$ cat src/rtl/game_session_controller_if.sv
// Game session signal bundle.
// master: the game world / test harness (drives ticks, keys, collision, deposits).
// slave : game_session_controller (drives state, menu, hp, score, level, flags).
// Parameters must match those of the controller instance it connects to.
interface game_session_controller_if #(
  parameter int HP_W       = 2,
  parameter int SCORE_W    = 8,
  parameter int NUM_LEVELS = 4
);
  localparam int LVL_W = (NUM_LEVELS > 1) ? $clog2(NUM_LEVELS) : 1;

  logic               game_en;
  logic               key_right;
  logic               key_left;
  logic               key_select;
  logic               key_back;
  logic               collision;
  logic               box_dropped;

  logic [2:0]         state;
  logic               menu_selection;
  logic [HP_W-1:0]    current_hp;
  logic [SCORE_W-1:0] score;
  logic [LVL_W-1:0]   level;
  logic               invulnerable;
  logic               play_en;
  logic               level_up;

  modport master (
    output game_en, key_right, key_left, key_select, key_back, collision, box_dropped,
    input  state, menu_selection, current_hp, score, level, invulnerable, play_en, level_up
  );

  modport slave (
    input  game_en, key_right, key_left, key_select, key_back, collision, box_dropped,
    output state, menu_selection, current_hp, score, level, invulnerable, play_en, level_up
  );
endinterface

$ cat src/rtl/game_session_controller.sv
// Game session controller: menu/instructions/play/pause/game-over flow,
// lives with post-hit invulnerability, score and level progression.
// Ports:
//   clk  - system clock, rising edge
//   rst  - asynchronous active-low reset
//   bus  - game_session_controller_if.slave
//          in : game_en, key_right/left/select/back (raw, active-low),
//               collision, box_dropped
//          out: state, menu_selection, current_hp, score, level,
//               invulnerable, play_en (combinational), level_up
module game_session_controller #(
  parameter int MAX_LIVES       = 3,
  parameter int HP_W            = 2,
  parameter int SCORE_W         = 8,
  parameter int BOXES_PER_LEVEL = 5,
  parameter int NUM_LEVELS      = 4,
  parameter int INVULN_TICKS    = 12
) (
  input  logic                       clk,
  input  logic                       rst,
  game_session_controller_if.slave   bus
);
  localparam int LVL_W  = (NUM_LEVELS > 1) ? $clog2(NUM_LEVELS) : 1;
  localparam int PROG_W = (BOXES_PER_LEVEL > 1) ? $clog2(BOXES_PER_LEVEL) : 1;
  localparam int INV_W  = (INVULN_TICKS > 0) ? $clog2(INVULN_TICKS + 1) : 1;

  typedef enum logic [2:0] {
    ST_START        = 3'd0,
    ST_PLAYING      = 3'd1,
    ST_INSTRUCTIONS = 3'd2,
    ST_GAME_OVER    = 3'd3,
    ST_PAUSED       = 3'd4
  } state_t;

  state_t state_q, state_d;

  // Key synchronizers; bit order {back, select, left, right}.
  // prev_q holds the previous synchronized level so a press is a clean
  // one-cycle pulse on the registered high-to-low transition.
  logic [3:0] sync1_q, sync2_q, prev_q, press;
  logic       press_right, press_left, press_select, press_back;

  always_ff @(posedge clk or negedge rst) begin
    if (!rst) begin
      sync1_q <= '1;
      sync2_q <= '1;
      prev_q  <= '1;
    end else begin
      sync1_q <= {bus.key_back, bus.key_select, bus.key_left, bus.key_right};
      sync2_q <= sync1_q;
      prev_q  <= sync2_q;
    end
  end

  always_comb begin
    press        = prev_q & ~sync2_q;
    press_right  = press[0];
    press_left   = press[1];
    press_select = press[2];
    press_back   = press[3];
  end

  logic               menu_q;
  logic [HP_W-1:0]    hp_q;
  logic [SCORE_W-1:0] score_q;
  logic [LVL_W-1:0]   level_q;
  logic [PROG_W-1:0]  progress_q;
  logic [INV_W-1:0]   invuln_q;
  logic               level_up_q;

  logic playing, hit, fatal, start_game, deposit, prog_full, level_max;

  always_comb begin
    playing    = (state_q == ST_PLAYING);
    hit        = playing && bus.collision && (invuln_q == '0);
    fatal      = hit && (hp_q <= HP_W'(1));
    start_game = (state_q == ST_START) && press_select && !menu_q;
    deposit    = playing && bus.box_dropped;
    prog_full  = (progress_q == PROG_W'(BOXES_PER_LEVEL - 1));
    level_max  = (level_q == LVL_W'(NUM_LEVELS - 1));
  end

  // State register
  always_ff @(posedge clk or negedge rst) begin
    if (!rst) state_q <= ST_START;
    else      state_q <= state_d;
  end

  // Next-state logic; a fatal hit outranks a simultaneous back press.
  always_comb begin
    state_d = state_q;
    unique case (state_q)
      ST_START: begin
        if (press_select) state_d = menu_q ? ST_INSTRUCTIONS : ST_PLAYING;
      end
      ST_INSTRUCTIONS: begin
        if (press_back) state_d = ST_START;
      end
      ST_PLAYING: begin
        if (fatal)           state_d = ST_GAME_OVER;
        else if (press_back) state_d = ST_PAUSED;
      end
      ST_PAUSED: begin
        if (press_select || press_back) state_d = ST_PLAYING;
      end
      ST_GAME_OVER: begin
        if (press_select) state_d = ST_START;
      end
      default: state_d = ST_START;
    endcase
  end

  // Session datapath
  always_ff @(posedge clk or negedge rst) begin
    if (!rst) begin
      menu_q     <= 1'b0;
      hp_q       <= HP_W'(MAX_LIVES);
      score_q    <= '0;
      level_q    <= '0;
      progress_q <= '0;
      invuln_q   <= '0;
      level_up_q <= 1'b0;
    end else begin
      level_up_q <= 1'b0;

      if (start_game) begin
        hp_q       <= HP_W'(MAX_LIVES);
        score_q    <= '0;
        level_q    <= '0;
        progress_q <= '0;
        invuln_q   <= '0;
      end

      if ((state_q == ST_START) && !press_select && (press_left || press_right))
        menu_q <= ~menu_q;

      if ((state_q == ST_GAME_OVER) && press_select)
        menu_q <= 1'b0;

      if (playing) begin
        if (hit) begin
          if (hp_q != '0) hp_q <= hp_q - HP_W'(1);
          invuln_q <= INV_W'(INVULN_TICKS);
        end else if (bus.game_en && (invuln_q != '0)) begin
          invuln_q <= invuln_q - INV_W'(1);
        end

        // Deposits still count on the cycle a fatal hit ends the game.
        if (deposit) begin
          if (score_q != '1) score_q <= score_q + SCORE_W'(1);
          if (prog_full) begin
            progress_q <= '0;
            if (!level_max) begin
              level_q    <= level_q + LVL_W'(1);
              level_up_q <= 1'b1;
            end
          end else begin
            progress_q <= progress_q + PROG_W'(1);
          end
        end
      end
    end
  end

  // Output logic
  always_comb begin
    bus.state          = state_q;
    bus.menu_selection = menu_q;
    bus.current_hp     = hp_q;
    bus.score          = score_q;
    bus.level          = level_q;
    bus.invulnerable   = (invuln_q != '0);
    bus.level_up       = level_up_q;
    bus.play_en        = bus.game_en && (state_q == ST_PLAYING);
  end
endmodule

$ cat src/flat_wrapper.sv
// flat-port wrapper written by rule: the top's interface ports become plain ports
module game_session_controller_flat 
#(
  parameter int MAX_LIVES       = 3,
  parameter int HP_W            = 2,
  parameter int SCORE_W         = 8,
  parameter int BOXES_PER_LEVEL = 5,
  parameter int NUM_LEVELS      = 4,
  parameter int INVULN_TICKS    = 12
)
  (clk, rst, bus_game_en, bus_key_right, bus_key_left, bus_key_select, bus_key_back, bus_collision, bus_box_dropped, bus_state, bus_menu_selection, bus_current_hp, bus_score, bus_level, bus_invulnerable, bus_play_en, bus_level_up);
  game_session_controller_if #(.HP_W(HP_W), .SCORE_W(SCORE_W), .NUM_LEVELS(NUM_LEVELS)) bus_i ();
  input  logic clk;
  input  logic rst;
  input wire logic [$bits(bus_i.game_en)-1:0] bus_game_en;
  input wire logic [$bits(bus_i.key_right)-1:0] bus_key_right;
  input wire logic [$bits(bus_i.key_left)-1:0] bus_key_left;
  input wire logic [$bits(bus_i.key_select)-1:0] bus_key_select;
  input wire logic [$bits(bus_i.key_back)-1:0] bus_key_back;
  input wire logic [$bits(bus_i.collision)-1:0] bus_collision;
  input wire logic [$bits(bus_i.box_dropped)-1:0] bus_box_dropped;
  output wire logic [$bits(bus_i.state)-1:0] bus_state;
  output wire logic [$bits(bus_i.menu_selection)-1:0] bus_menu_selection;
  output wire logic [$bits(bus_i.current_hp)-1:0] bus_current_hp;
  output wire logic [$bits(bus_i.score)-1:0] bus_score;
  output wire logic [$bits(bus_i.level)-1:0] bus_level;
  output wire logic [$bits(bus_i.invulnerable)-1:0] bus_invulnerable;
  output wire logic [$bits(bus_i.play_en)-1:0] bus_play_en;
  output wire logic [$bits(bus_i.level_up)-1:0] bus_level_up;
  assign bus_i.game_en = bus_game_en;
  assign bus_i.key_right = bus_key_right;
  assign bus_i.key_left = bus_key_left;
  assign bus_i.key_select = bus_key_select;
  assign bus_i.key_back = bus_key_back;
  assign bus_i.collision = bus_collision;
  assign bus_i.box_dropped = bus_box_dropped;
  assign bus_state = bus_i.state;
  assign bus_menu_selection = bus_i.menu_selection;
  assign bus_current_hp = bus_i.current_hp;
  assign bus_score = bus_i.score;
  assign bus_level = bus_i.level;
  assign bus_invulnerable = bus_i.invulnerable;
  assign bus_play_en = bus_i.play_en;
  assign bus_level_up = bus_i.level_up;
  game_session_controller #(.MAX_LIVES(MAX_LIVES), .HP_W(HP_W), .SCORE_W(SCORE_W), .BOXES_PER_LEVEL(BOXES_PER_LEVEL), .NUM_LEVELS(NUM_LEVELS), .INVULN_TICKS(INVULN_TICKS)) u_core (.clk(clk), .rst(rst), .bus(bus_i));
endmodule
$ cat config.mk
export PLATFORM = sky130hd
export DESIGN_NAME = game_session_controller_flat
export DESIGN_NICKNAME = d
export VERILOG_FILES = /design/src/rtl/game_session_controller_if.sv /design/src/rtl/game_session_controller.sv /design/src/flat_wrapper.sv
export SDC_FILE = /design/constraint.sdc
export NUM_CORES = 1
export LEC_CHECK = 0
export BUFFER_PORTS_ARGS = -buffer_cell sky130_fd_sc_hd__buf_2
export CAP_MARGIN = 5
export CORE_UTILIZATION = 45
export DETAILED_ROUTE_END_ITERATION = 7
export PLACE_DENSITY = 0.71
export SKIP_CTS_REPAIR_TIMING = 1
export SLEW_MARGIN = 20
export SYNTH_ARGS = -nofsm -noshare
export SYNTH_HDL_FRONTEND = slang
export SYNTH_SLANG_ARGS = --single-unit
$ cat constraint.sdc
create_clock -name clk -period 2.8 [get_ports clk]
set_input_delay 0.14 -clock clk [delete_from_list [all_inputs] [get_ports clk]]
set_output_delay 0.14 -clock clk [all_outputs]
set_load 0.005 [all_outputs]
==> results of run 1 <==
-- synthesized netlist by cell type (2+ instances only) --
master / number / area, sq um
sky130_fd_sc_hd__a21oi_1: 7 / 35.0
sky130_fd_sc_hd__a22o_2: 2 / 20.0
sky130_fd_sc_hd__a31oi_1: 2 / 12.5
sky130_fd_sc_hd__a32oi_1: 2 / 17.5
sky130_fd_sc_hd__and2_1: 2 / 12.5
sky130_fd_sc_hd__and3_1: 5 / 31.3
sky130_fd_sc_hd__buf_4: 2 / 15.0
sky130_fd_sc_hd__clkbuf_8: 2 / 27.5
sky130_fd_sc_hd__dfrtp_1: 22 / 551
sky130_fd_sc_hd__dfstp_2: 14 / 368
sky130_fd_sc_hd__ha_1: 5 / 62.6
sky130_fd_sc_hd__inv_1: 7 / 26.3
sky130_fd_sc_hd__inv_2: 2 / 7.51
sky130_fd_sc_hd__mux2i_1: 2 / 20.0
sky130_fd_sc_hd__nand2_1: 19 / 71.3
sky130_fd_sc_hd__nand2b_1: 4 / 25.0
sky130_fd_sc_hd__nand3_1: 10 / 50.1
sky130_fd_sc_hd__nand4_1: 2 / 12.5
sky130_fd_sc_hd__nor2_1: 10 / 37.5
sky130_fd_sc_hd__nor2b_1: 3 / 18.8
sky130_fd_sc_hd__nor3_1: 4 / 20.0
sky130_fd_sc_hd__nor3b_4: 2 / 37.5
sky130_fd_sc_hd__o211ai_1: 3 / 22.5
sky130_fd_sc_hd__o21a_1: 2 / 15.0
sky130_fd_sc_hd__o21ai_0: 11 / 55.1
sky130_fd_sc_hd__or4_1: 2 / 15.0
-- worst min-delay path: cells and delay by family --
kind,cells,cell delay [ns]
compound gates,1,0.07
buf+inv,1,0.10
simple gates,1,0.20
-- metal layers --
metal | GRT usage | part of all wire | up-vias | wire (microns)
met2 | 0.288 | 0.47 | 35 | 1630
met3 | 0.0486 | 0.049 | 6 | 171
li1 | - | - | 696 | -
met1 | 0.218 | 0.47 | 690 | 1630
met4 | 0.0652 | 0.013 | 0 | 46
met5 | 0 | 0 | - | 0
-- registers in the layout (all words and copies together), names as in the netlist --
signal,cells
u_core.bus.score,8
u_core.prev_q,4
u_core.bus.level,2
u_core.invuln_q,4
u_core.sync1_q,4
u_core.progress_q,3
u_core.bus.current_hp,2
u_core.bus.level_up,1
u_core.bus.menu_selection,1
u_core.bus.state,3
u_core.sync2_q,4
-- worst max path at each step --
| stage | to | cells after the start |
|---|---|---|
| global route | u_core.invuln_q[1]$_DFF_PN0_ | 4 |
| global placement | u_core.invuln_q[1]$_DFF_PN0_ | 4 |
| detailed placement | u_core.bus.state[1]$_DFFE_PN0P_ | 6 |
| floorplan | u_core.bus.state[1]$_DFFE_PN0P_ | 6 |
| finish | u_core.bus.state[1]$_DFFE_PN0P_ | 6 |
| CTS | u_core.bus.state[1]$_DFFE_PN0P_ | 6 |
-- kinds of logic (layout without fill, tap and decap cells) --
group | count (synthesis) | in the layout
AOI/OAI and AO/OA | 42 | 42
adders and majority gates | 5 | 5
buffers and inverters | 15 | 49
DFF | 36 | 36
muxes | 2 | 2
and+or+nand+nor | 72 | 72
-- layout by cell type (no fill, tap or decap), drive strengths merged, types with 2 or more instances in the layout --
cell type and count:
a21oi 7, a22o 3, a31oi 2, a32oi 2, and2 2, and3 6
buf 27, clkbuf 5, clkinvlp 2, dfrtp 22, dfstp 14, dlygate4sd3 5
ha 5, inv 9, mux2i 2, nand2 20, nand2b 4, nand3 10
nand4 2, nor2 10, nor2b 3, nor3 5, nor3b 3, o211ai 3
o21a 2, o21ai 11, or4 2
-- final cells by class --
| class | instances | area (sq um) | share of cell area |
|---|---|---|---|
| Timing Repair Buffer | 32 | 185 | 0.0881 |
| Sequential cell | 36 | 918 | 0.437 |
| Multi-Input combinational cell | 121 | 811 | 0.386 |
| Tap cell | 48 | 60.1 | 0.0286 |
| Inverter | 9 | 33.8 | 0.0161 |
| Clock inverter | 3 | 23.8 | 0.0113 |
| Clock buffer | 5 | 68.8 | 0.0328 |
-- power by group through the flow --
stage          registers [W]  logic (W)  clock network, W
3_5_place_dp        0.000788   0.000555                 0
4_1_cts             0.000778   0.000557          0.000386
3_3_place_gp        0.000774   0.000534                 0
2_1_floorplan       0.000730   0.000466                 0
5_1_grt             0.000795   0.000627          0.000408
6_report            0.000777   0.000559          0.000374
-- per-stage QoR --
stage	cells	cell area, sq um	utilization	total power (W)	hold WS, ns
6_report	254	2100	0.557	0.00171	0.229
5_1_grt	254	2100	0.557	0.00183	0.236
4_1_cts	249	2050	0.544	0.00172	-0.0693
3_5_place_dp	241	1960	0.519	0.00134	0.246
3_3_place_gp	241	1960	0.519	0.00131	0.245
2_1_floorplan	172	1820	-	0.00120	-0.156
==> results.md, run 1 <==
* Outcome: complete, no violations
* Global-route wire length before repair at 5750 microns
* Net switching share of the total power at 0.369
* Clock root buffer: sky130_fd_sc_hd__clkbuf_8
* Critical path endpoint category: flip-flop
* Worst ir drop on vdd at 0.425 mV
* Top Family by Delay on Critical Path: simple AND/OR/NAND/NOR gates
* Total DRC errors in the routed layout at 0
* GR Util All Layers at 0.176
* Per-instance average area after synthesis at 10.6 sq um
* Sink of the worst hold path: u_core.bus.current_hp[0]$_DFF_PN1_
* Placeable core area at 3770 sq um
* Sequential fraction of the synthesis area at 0.504
* Xor/xnor cell area share of the yosys netlist at 0
* Synthesis warning total at 0
* Worst-case clock skew at 0.00350 ns
* Count of endpoints failing setup in the final report at 0
* Dpl ws at 1.01 ns
* Setup slack of the critical path after layout at 0.985 ns
* Multiplexer share of the synthesized area at 0.0110
* Critical path buffers and inverters at 1
* Initial standard-cell utilization of the core at 0.483
* CTS tree: built
* Clock transition at the register clock pins on the worst setup and hold paths after CTS at 0.07 ns
* Dominant synthesized flop cell: sky130_fd_sc_hd__dfrtp_1
* Number of distinct standard cells referenced by the synthesized netlist at 50
* Die extent in y at 65.6 microns
* Insertion delay of the later-clocked pin in the worst-skew pair at 0.29 ns
* Min-delay worst type: primary input to flip-flop
* Cells along the critical path: inv_1 -> ha_1 -> nor3b_4 -> nand2_2 -> or4_1 -> a32oi_1
* Synthesized-area fraction occupied by adder cells at 0.0343
* Relative max-transition margin at 0.488
* Number of enable-type register cells in the synthesized netlist at 0
* Critical Path Start Type: flip-flop
* Critical-path cell with the highest stage delay: sky130_fd_sc_hd__or4_1
* Longest Clk Path Bufs at 2
* Iteration-0 DRC Markers at 129
* Gate count after technology mapping at 172
* Static leakage at 0.949 nW
* Input/output buffers at 27
* Post-route minimum period at 1.81 ns
* Simple-Gate Fraction of Synth Area at 0.238
* Slew at the pin closest to its max-slew limit at 0.768 ns
* Routed vias/inst at 5.62
* Complex-gate fraction of the synthesized area at 0.162
* Total Negative Setup Slacks at 0 ns
* Crit Path Max Fanout at 5
* Routed wirelength normalized by instance count at 13.7 microns
* Share of power burned in combinational logic at 0.327
* Fraction of the cycle the final worst path needs at 0.648
* Sum of overflow across all layers after global routing at 0
* Max-cap violations at 0
* Max-slew violation count at 0
* Post-detailed-placement half-perimeter wirelength at 2430 microns
* Layout area overhead at 15.3%
* Number of hold violations in the final report at 0
* Clock share of power at 0.219
* Final ANT Viol Nets at 0
* Data required time of the critical path at 3.01 ns
* Flop pwr share at 0.455
* Fill count at 339
* Synthesized cell area at 1820 sq um
* Number of optimization iterations in the first detailed-route pass at 4
* Hold wc startpoint: bus_collision
* Layout cell share with drive strength beyond 1 at 0.296
* Launching element of the worst setup path: u_core.invuln_q[0]$_DFF_PN0_
* NumNets Final at 219
* Register-to-register setup slack at 0.99 ns
* Depth of the worst register-to-register path at 6
* Routability congestion estimate from global placement at 0.848
* Worst EP arrival at 2.02 ns
* Critical path start-end classification: flip-flop to flip-flop
* Sink count of the clock tree at 36
* Top-level I/O count at 28
* H-tree Lvls at 2
* Critical Path Max Stage Delay at 0.41 ns
* Power spent charging and discharging nets at 0.000631 W
* Initial antenna violation count at 0
* Vias at 1427
* Share of synthesized flip-flops with an asynchronous set or reset at 1.00
* Cells on Worst Hold Path at 3
* Highest achievable clock rate at 0.551 GHz
* Pin count of the biggest net entering global routing at 37
* Die X-Extent at 65.6 microns
* Nets in the synthesized netlist at 186
* Die area at 4310 sq um
* Rows at 22
* Number of buffers inserted during clock tree synthesis at 5
* Dominant combinational cell family by area after synthesis: simple AND/OR/NAND/NOR gates
* Antenna Cells at 0
* Vias in the first global route at 1309
* Seq cells post-synth at 36
* RSZ-0062 raised after global routing: false
* Origin of the critical flop-to-flop path: u_core.invuln_q[0]$_DFF_PN0_
* Internal power at 0.00108 W
* Final routed wirelength across all metal layers at 3470 microns
* Power density normalized to cell area at 814 nW/um^2
* Reg-to-reg endpoint: u_core.bus.state[1]$_DFFE_PN0P_
Power figures use the tool's default switching activity.
==> run 2, diff against run 1 <==
clock period = 1.85 ns   (was 2.8 ns; I/O delays follow)
==> results.md, run 2 (synthesized netlist as in run 1, its figures left out) <==
* Count of endpoints failing setup in the final report at 0
* Critical path buffers and inverters at 0
* Initial antenna violation count at 0
* Max-slew violation count at 0
* Cells along the critical path: nor3b_1 -> nand2_1 -> and3_1 -> o21a_1
* Post-route minimum period at 1.68 ns
* Placeable core area at 3770 sq um
* Overall power consumption at 0.00282 W
* Final routed wirelength across all metal layers at 3670 microns
* Number of buffers inserted during clock tree synthesis at 5
* Number of optimization iterations in the first detailed-route pass at 4
* Die extent in y at 65.6 microns
* Worst ir drop on vdd at 0.640 mV
* Worst-case clock skew at 0.00409 ns
* Layout cell share with drive strength beyond 1 at 0.316
* Total Negative Setup Slacks at 0 ns
* Clock root buffer: sky130_fd_sc_hd__clkbuf_8
* Initial standard-cell utilization of the core at 0.483
* Power density normalized to cell area at 1300 nW/um^2
* Critical path start-end classification: flip-flop to flip-flop
* Pin count of the biggest net entering global routing at 37
* Input/output buffers at 27
* Fraction of the cycle the final worst path needs at 0.908
* Post-detailed-placement half-perimeter wirelength at 2600 microns
* Critical Path Start Type: flip-flop
* Most frequent cells in the layout: 27 x sky130_fd_sc_hd__buf_2, 22 x sky130_fd_sc_hd__dfrtp_1, 19 x sky130_fd_sc_hd__nand2_1
* Length of routed wiring on met1 at 1690 microns
* GR Util All Layers at 0.190
* Layout area overhead at 19.0%
* Data required time of the critical path at 2.03 ns
* Largest register FFs at 8
* Highest achievable clock rate at 0.596 GHz
* DR top layer: met4
* Relative max-transition margin at 0.472
* Clock transition at the register clock pins on the worst setup and hold paths after CTS at 0.08 ns
* Sum of overflow across all layers after global routing at 0
* Final ANT Viol Nets at 0
* RSZ-0062 raised after global routing: false
* Insertion delay of the later-clocked pin in the worst-skew pair at 0.29 ns
* Share of the core filled with cells in the final layout at 0.575
* Number of hold violations in the final report at 0
* Top Family by Delay on Critical Path: simple AND/OR/NAND/NOR gates
* Worst EP arrival at 1.86 ns
* Routed vias/inst at 5.72
* Outcome: complete, no violations
* Static leakage at 0.993 nW
* Critical path endpoint category: flip-flop
* Antenna Cells at 0
* Leading cell type in the layout, fill and taps excluded: sky130_fd_sc_hd__buf_2
* H-tree Lvls at 2
* Min-delay worst type: primary input to flip-flop
* Top-level I/O count at 28
* NumNets Final at 225
* Rows at 22
* Routed wirelength normalized by instance count at 14.1 microns
* Crit Path Max Fanout at 11
* Total DRC errors in the routed layout at 0
* Max-cap violations at 0
* Die area at 4310 sq um
* CTS tree: built
* Sink count of the clock tree at 36
* Met2 Wirelength at 1760 microns
* Global-route wire length before repair at 6110 microns
* Iteration-0 DRC Markers at 127
* Critical Path Max Stage Delay at 0.54 ns
* Vias at 1487
* Die X-Extent at 65.6 microns
* Slew at the pin closest to its max-slew limit at 0.792 ns
* Vias in the first global route at 1327
* Longest Clk Path Bufs at 2
* Routability congestion estimate from global placement at 0.819
* Routed length on met3 at 145 microns
* Critical-path cell with the highest stage delay: sky130_fd_sc_hd__dfstp_2
run 2: cell count changes in the layout (fill, tap and decap cells not counted):
cell,before,now
sky130_fd_sc_hd__buf_4,0,6
sky130_fd_sc_hd__inv_6,0,1
sky130_fd_sc_hd__clkinv_4,1,0
sky130_fd_sc_hd__bufinv_16,0,1
sky130_fd_sc_hd__clkinvlp_4,2,1
run 2: layout make-up:
cell class | instances | area [sq um]
clock inverters | 3 | 46.3
fillers | 313 | 1600
well taps | 48 | 60.1
multi-input cells | 121 | 811
clock buffers | 5 | 68.8
repair buffers | 38 | 230
flip-flops and latches | 36 | 918
inverters | 9 | 33.8
run 2: final timing paths:
path / startpoint / end / slack (ns) / depth (start not counted)
worst max register to register: u_core.prev_q[2]$_DFF_PN1_ / u_core.invuln_q[1]$_DFF_PN0_ / 0.17 / 4
min in group asynchronous: rst / u_core.bus.state[1]$_DFFE_PN0P_ / 0.41 / 2
worst max-delay path: u_core.prev_q[2]$_DFF_PN1_ / u_core.invuln_q[1]$_DFF_PN0_ / 0.17 / 4
worst min register to register: u_core.sync1_q[1]$_DFF_PN1_ / u_core.sync2_q[1]$_DFF_PN1_ / 0.36 / 0
max in group asynchronous: rst / u_core.bus.state[2]$_DFFE_PN0P_ / 0.94 / 2
worst min-delay path: bus_collision / u_core.invuln_q[0]$_DFF_PN0_ / 0.18 / 3
run 2: through the flow:
step	cells	setup WS (ns)	cell area, sq um	hold WS (ns)
after detailed placement	247	0.155	2000	0.199
after floorplan	172	0.234	1820	-0.203
after CTS	255	0.155	2120	-0.119
after global routing	260	0.0471	2170	0.205
after global placement	247	0.232	2000	0.197
final	260	0.171	2170	0.178
run 2: power by group:
group,switching [W],internal [W],total [W],leakage (nW)
clock,0.000309,0.000406,0.000715,0.0548
combinational,0.000494,0.000481,0.000975,0.491
sequential,0.000178,0.000947,0.00113,0.447
total,0.000981,0.00183,0.00282,0.993
run 2: layer usage:
| layer | GRT usage | vias to the layer above |
|---|---|---|
| met4 | 0.0897 | 0 |
| li1 | - | 707 |
| met3 | 0.0503 | 7 |
| met5 | 0 | - |
| met2 | 0.301 | 38 |
| met1 | 0.238 | 735 |
run 2: tightest hold or removal path: cells and delay by family:
family                 cells  cell delay (ns)
buffers and inverters      1             0.10
AND/OR/NAND/NOR            1             0.19
AO/OA/AOI/OAI              1             0.05
==> run 3, diff against run 2 <==
--- a/config.mk
+++ b/config.mk
@@ -10,5 +10,7 @@
 export CORE_UTILIZATION = 45
 export DETAILED_ROUTE_END_ITERATION = 7
+export HOLD_SLACK_MARGIN = 0.05
 export PLACE_DENSITY = 0.71
+export SETUP_SLACK_MARGIN = 0.05
 export SKIP_CTS_REPAIR_TIMING = 1
 export SLEW_MARGIN = 20
==> constraint.sdc (replaced) <==
create_clock -name clk -period 1.85 [get_ports clk]
set_input_delay 0.185 -clock clk [delete_from_list [all_inputs] [get_ports clk]]
set_output_delay 0.185 -clock clk [all_outputs]
set_load 0.005 [all_outputs]
==> results.md, run 3 (synthesized netlist as in run 1, its figures left out) <==
* Outcome: complete, no violations
* Critical-path cell with the highest stage delay: sky130_fd_sc_hd__dfstp_2
* Number of optimization iterations in the first detailed-route pass at 4
* Slew at the pin closest to its max-slew limit at 0.792 ns
* Layout area overhead at 19.9%
* Layout cell share with drive strength beyond 1 at 0.321
* Sink of the worst hold path: u_core.invuln_q[0]$_DFF_PN0_
* Critical path start-end classification: flip-flop to flip-flop
* Top Family by Delay on Critical Path: simple AND/OR/NAND/NOR gates
* Die extent in y at 65.6 microns
* Vias at 1477
* Crit Path Max Fanout at 11
* H-tree Lvls at 2
* Vias in the first global route at 1327
* Input/output buffers at 27
* Origin of the critical flop-to-flop path: u_core.prev_q[2]$_DFF_PN1_
* Initial standard-cell utilization of the core at 0.483
* Initial antenna violation count at 0
* Pin count of the biggest net entering global routing at 37
* Relative max-transition margin at 0.472
* Sum of overflow across all layers after global routing at 0
* Overall power consumption at 0.00287 W
* Die area at 4310 sq um
* Rows at 22
* Insertion delay of the later-clocked pin in the worst-skew pair at 0.29 ns
* Worst-case clock skew at 0.00359 ns
* Critical path buffers and inverters at 0
* Top-level I/O count at 28
* Placeable core area at 3770 sq um
* Critical path endpoint category: flip-flop
* Min-delay worst type: primary input to flip-flop
* Hold wc startpoint: bus_collision
* Clock root buffer: sky130_fd_sc_hd__clkbuf_8
* Die X-Extent at 65.6 microns
* Iteration-0 DRC Markers at 158
* Static leakage at 0.996 nW
* CTS tree: built
* Power density normalized to cell area at 1310 nW/um^2
* Antenna Cells at 0
* Post-detailed-placement half-perimeter wirelength at 2600 microns
* Final routed wirelength across all metal layers at 3720 microns
* NumNets Final at 225
* GR Util All Layers at 0.190
* Number of buffers inserted during clock tree synthesis at 5
* Sink count of the clock tree at 36
* Fraction of the cycle the final worst path needs at 0.907
* Max-slew violation count at 0
* Largest register FFs at 8
* Worst EP arrival at 1.86 ns
* Routed wirelength normalized by instance count at 14.3 microns
* Critical Path Start Type: flip-flop
* Clock transition at the register clock pins on the worst setup and hold paths after CTS at 0.08 ns
* Worst ir drop on vdd at 0.640 mV
* Max-cap violations at 0
* Critical Path Max Stage Delay at 0.54 ns
* RSZ-0062 raised after global routing: false
* Cells along the critical path: nor3b_1 -> nand2_1 -> and3_1 -> o21a_1
* Reg-to-reg endpoint: u_core.invuln_q[1]$_DFF_PN0_
* Global-route wire length before repair at 6110 microns
* Leading cell type in the layout, fill and taps excluded: sky130_fd_sc_hd__buf_2
* Total DRC errors in the routed layout at 0
* Register-to-register setup slack at 0.17 ns
* Routability congestion estimate from global placement at 0.819
* Routed vias/inst at 5.68
* Most frequent cells in the layout: 27 x sky130_fd_sc_hd__buf_2, 22 x sky130_fd_sc_hd__dfrtp_1, 19 x sky130_fd_sc_hd__nand2_1
* Cells on Worst Hold Path at 3
* Number of hold violations in the final report at 0
* Highest achievable clock rate at 0.596 GHz
* Depth of the worst register-to-register path at 4
* Post-route minimum period at 1.68 ns
* Longest Clk Path Bufs at 2
* Data required time of the critical path at 2.03 ns
* Total Negative Setup Slacks at 0 ns
* Worst hold slack after final layout at 0.270 ns
* Count of endpoints failing setup in the final report at 0
* Final ANT Viol Nets at 0
## run 3: cell counts in the layout (fill, tap and decap cells not counted)
No cell type changed its count.
## run 3: report_power, final
part	internal [W]	switching, W
clock	0.000406	0.000308
combinational	0.000513	0.000513
sequential	0.000947	0.000179
total	0.00187	0.00100
## run 3: routing by layer
layer  share of wire  routed length (microns)  vias up  GRT usage
met5               0                        0        -          0
met4           0.020                       73        0     0.0897
met3           0.040                      149        7     0.0503
met2            0.48                     1800       41      0.301
met1            0.46                     1700      724      0.238
li1                -                        -      705          -
## run 3: how the worst max path moves through the flow
stage | startpoint | endpoint | slack [ns] | cells after the start
6_report | u_core.prev_q[2]$_DFF_PN1_ | u_core.invuln_q[1]$_DFF_PN0_ | 0.17 | 4
5_1_grt | u_core.invuln_q[0]$_DFF_PN0_ | u_core.bus.state[1]$_DFFE_PN0P_ | 0.03 | 7
4_1_cts | u_core.invuln_q[0]$_DFF_PN0_ | bus_invulnerable | 0.14 | 6
3_5_place_dp | u_core.prev_q[2]$_DFF_PN1_ | u_core.invuln_q[1]$_DFF_PN0_ | 0.15 | 4
3_3_place_gp | u_core.prev_q[2]$_DFF_PN1_ | u_core.invuln_q[1]$_DFF_PN0_ | 0.23 | 4
2_1_floorplan | u_core.invuln_q[0]$_DFF_PN0_ | u_core.bus.state[1]$_DFFE_PN0P_ | 0.23 | 6
## run 3: final cells by class
type                    count  area, sq um
flip-flops and latches     36          918
inverters                   9         33.8
fillers                   308         1590
clock inverters             3         46.3
clock buffers               5         68.8
multi-input cells         121          823
well taps                  48         60.1
repair buffers             38          234
## run 3: metrics by stage
stage	instance area, sq um	setup WS (ns)	util	std cells
after floorplan	1820	0.234	-	172
after global placement	2000	0.232	0.531	247
after detailed placement	2000	0.155	0.531	247
after CTS	2120	0.144	0.562	255
after global routing	2180	0.0324	0.579	260
final	2180	0.171	0.579	260
## run 3: worst min-delay path, delay by kind of cell
| kind | cells | cell delay (ns) |
|---|---|---|
| AO/OA/AOI/OAI | 1 | 0.05 |
| buffers and inverters | 1 | 0.10 |
| AND/OR/NAND/NOR | 1 | 0.19 |
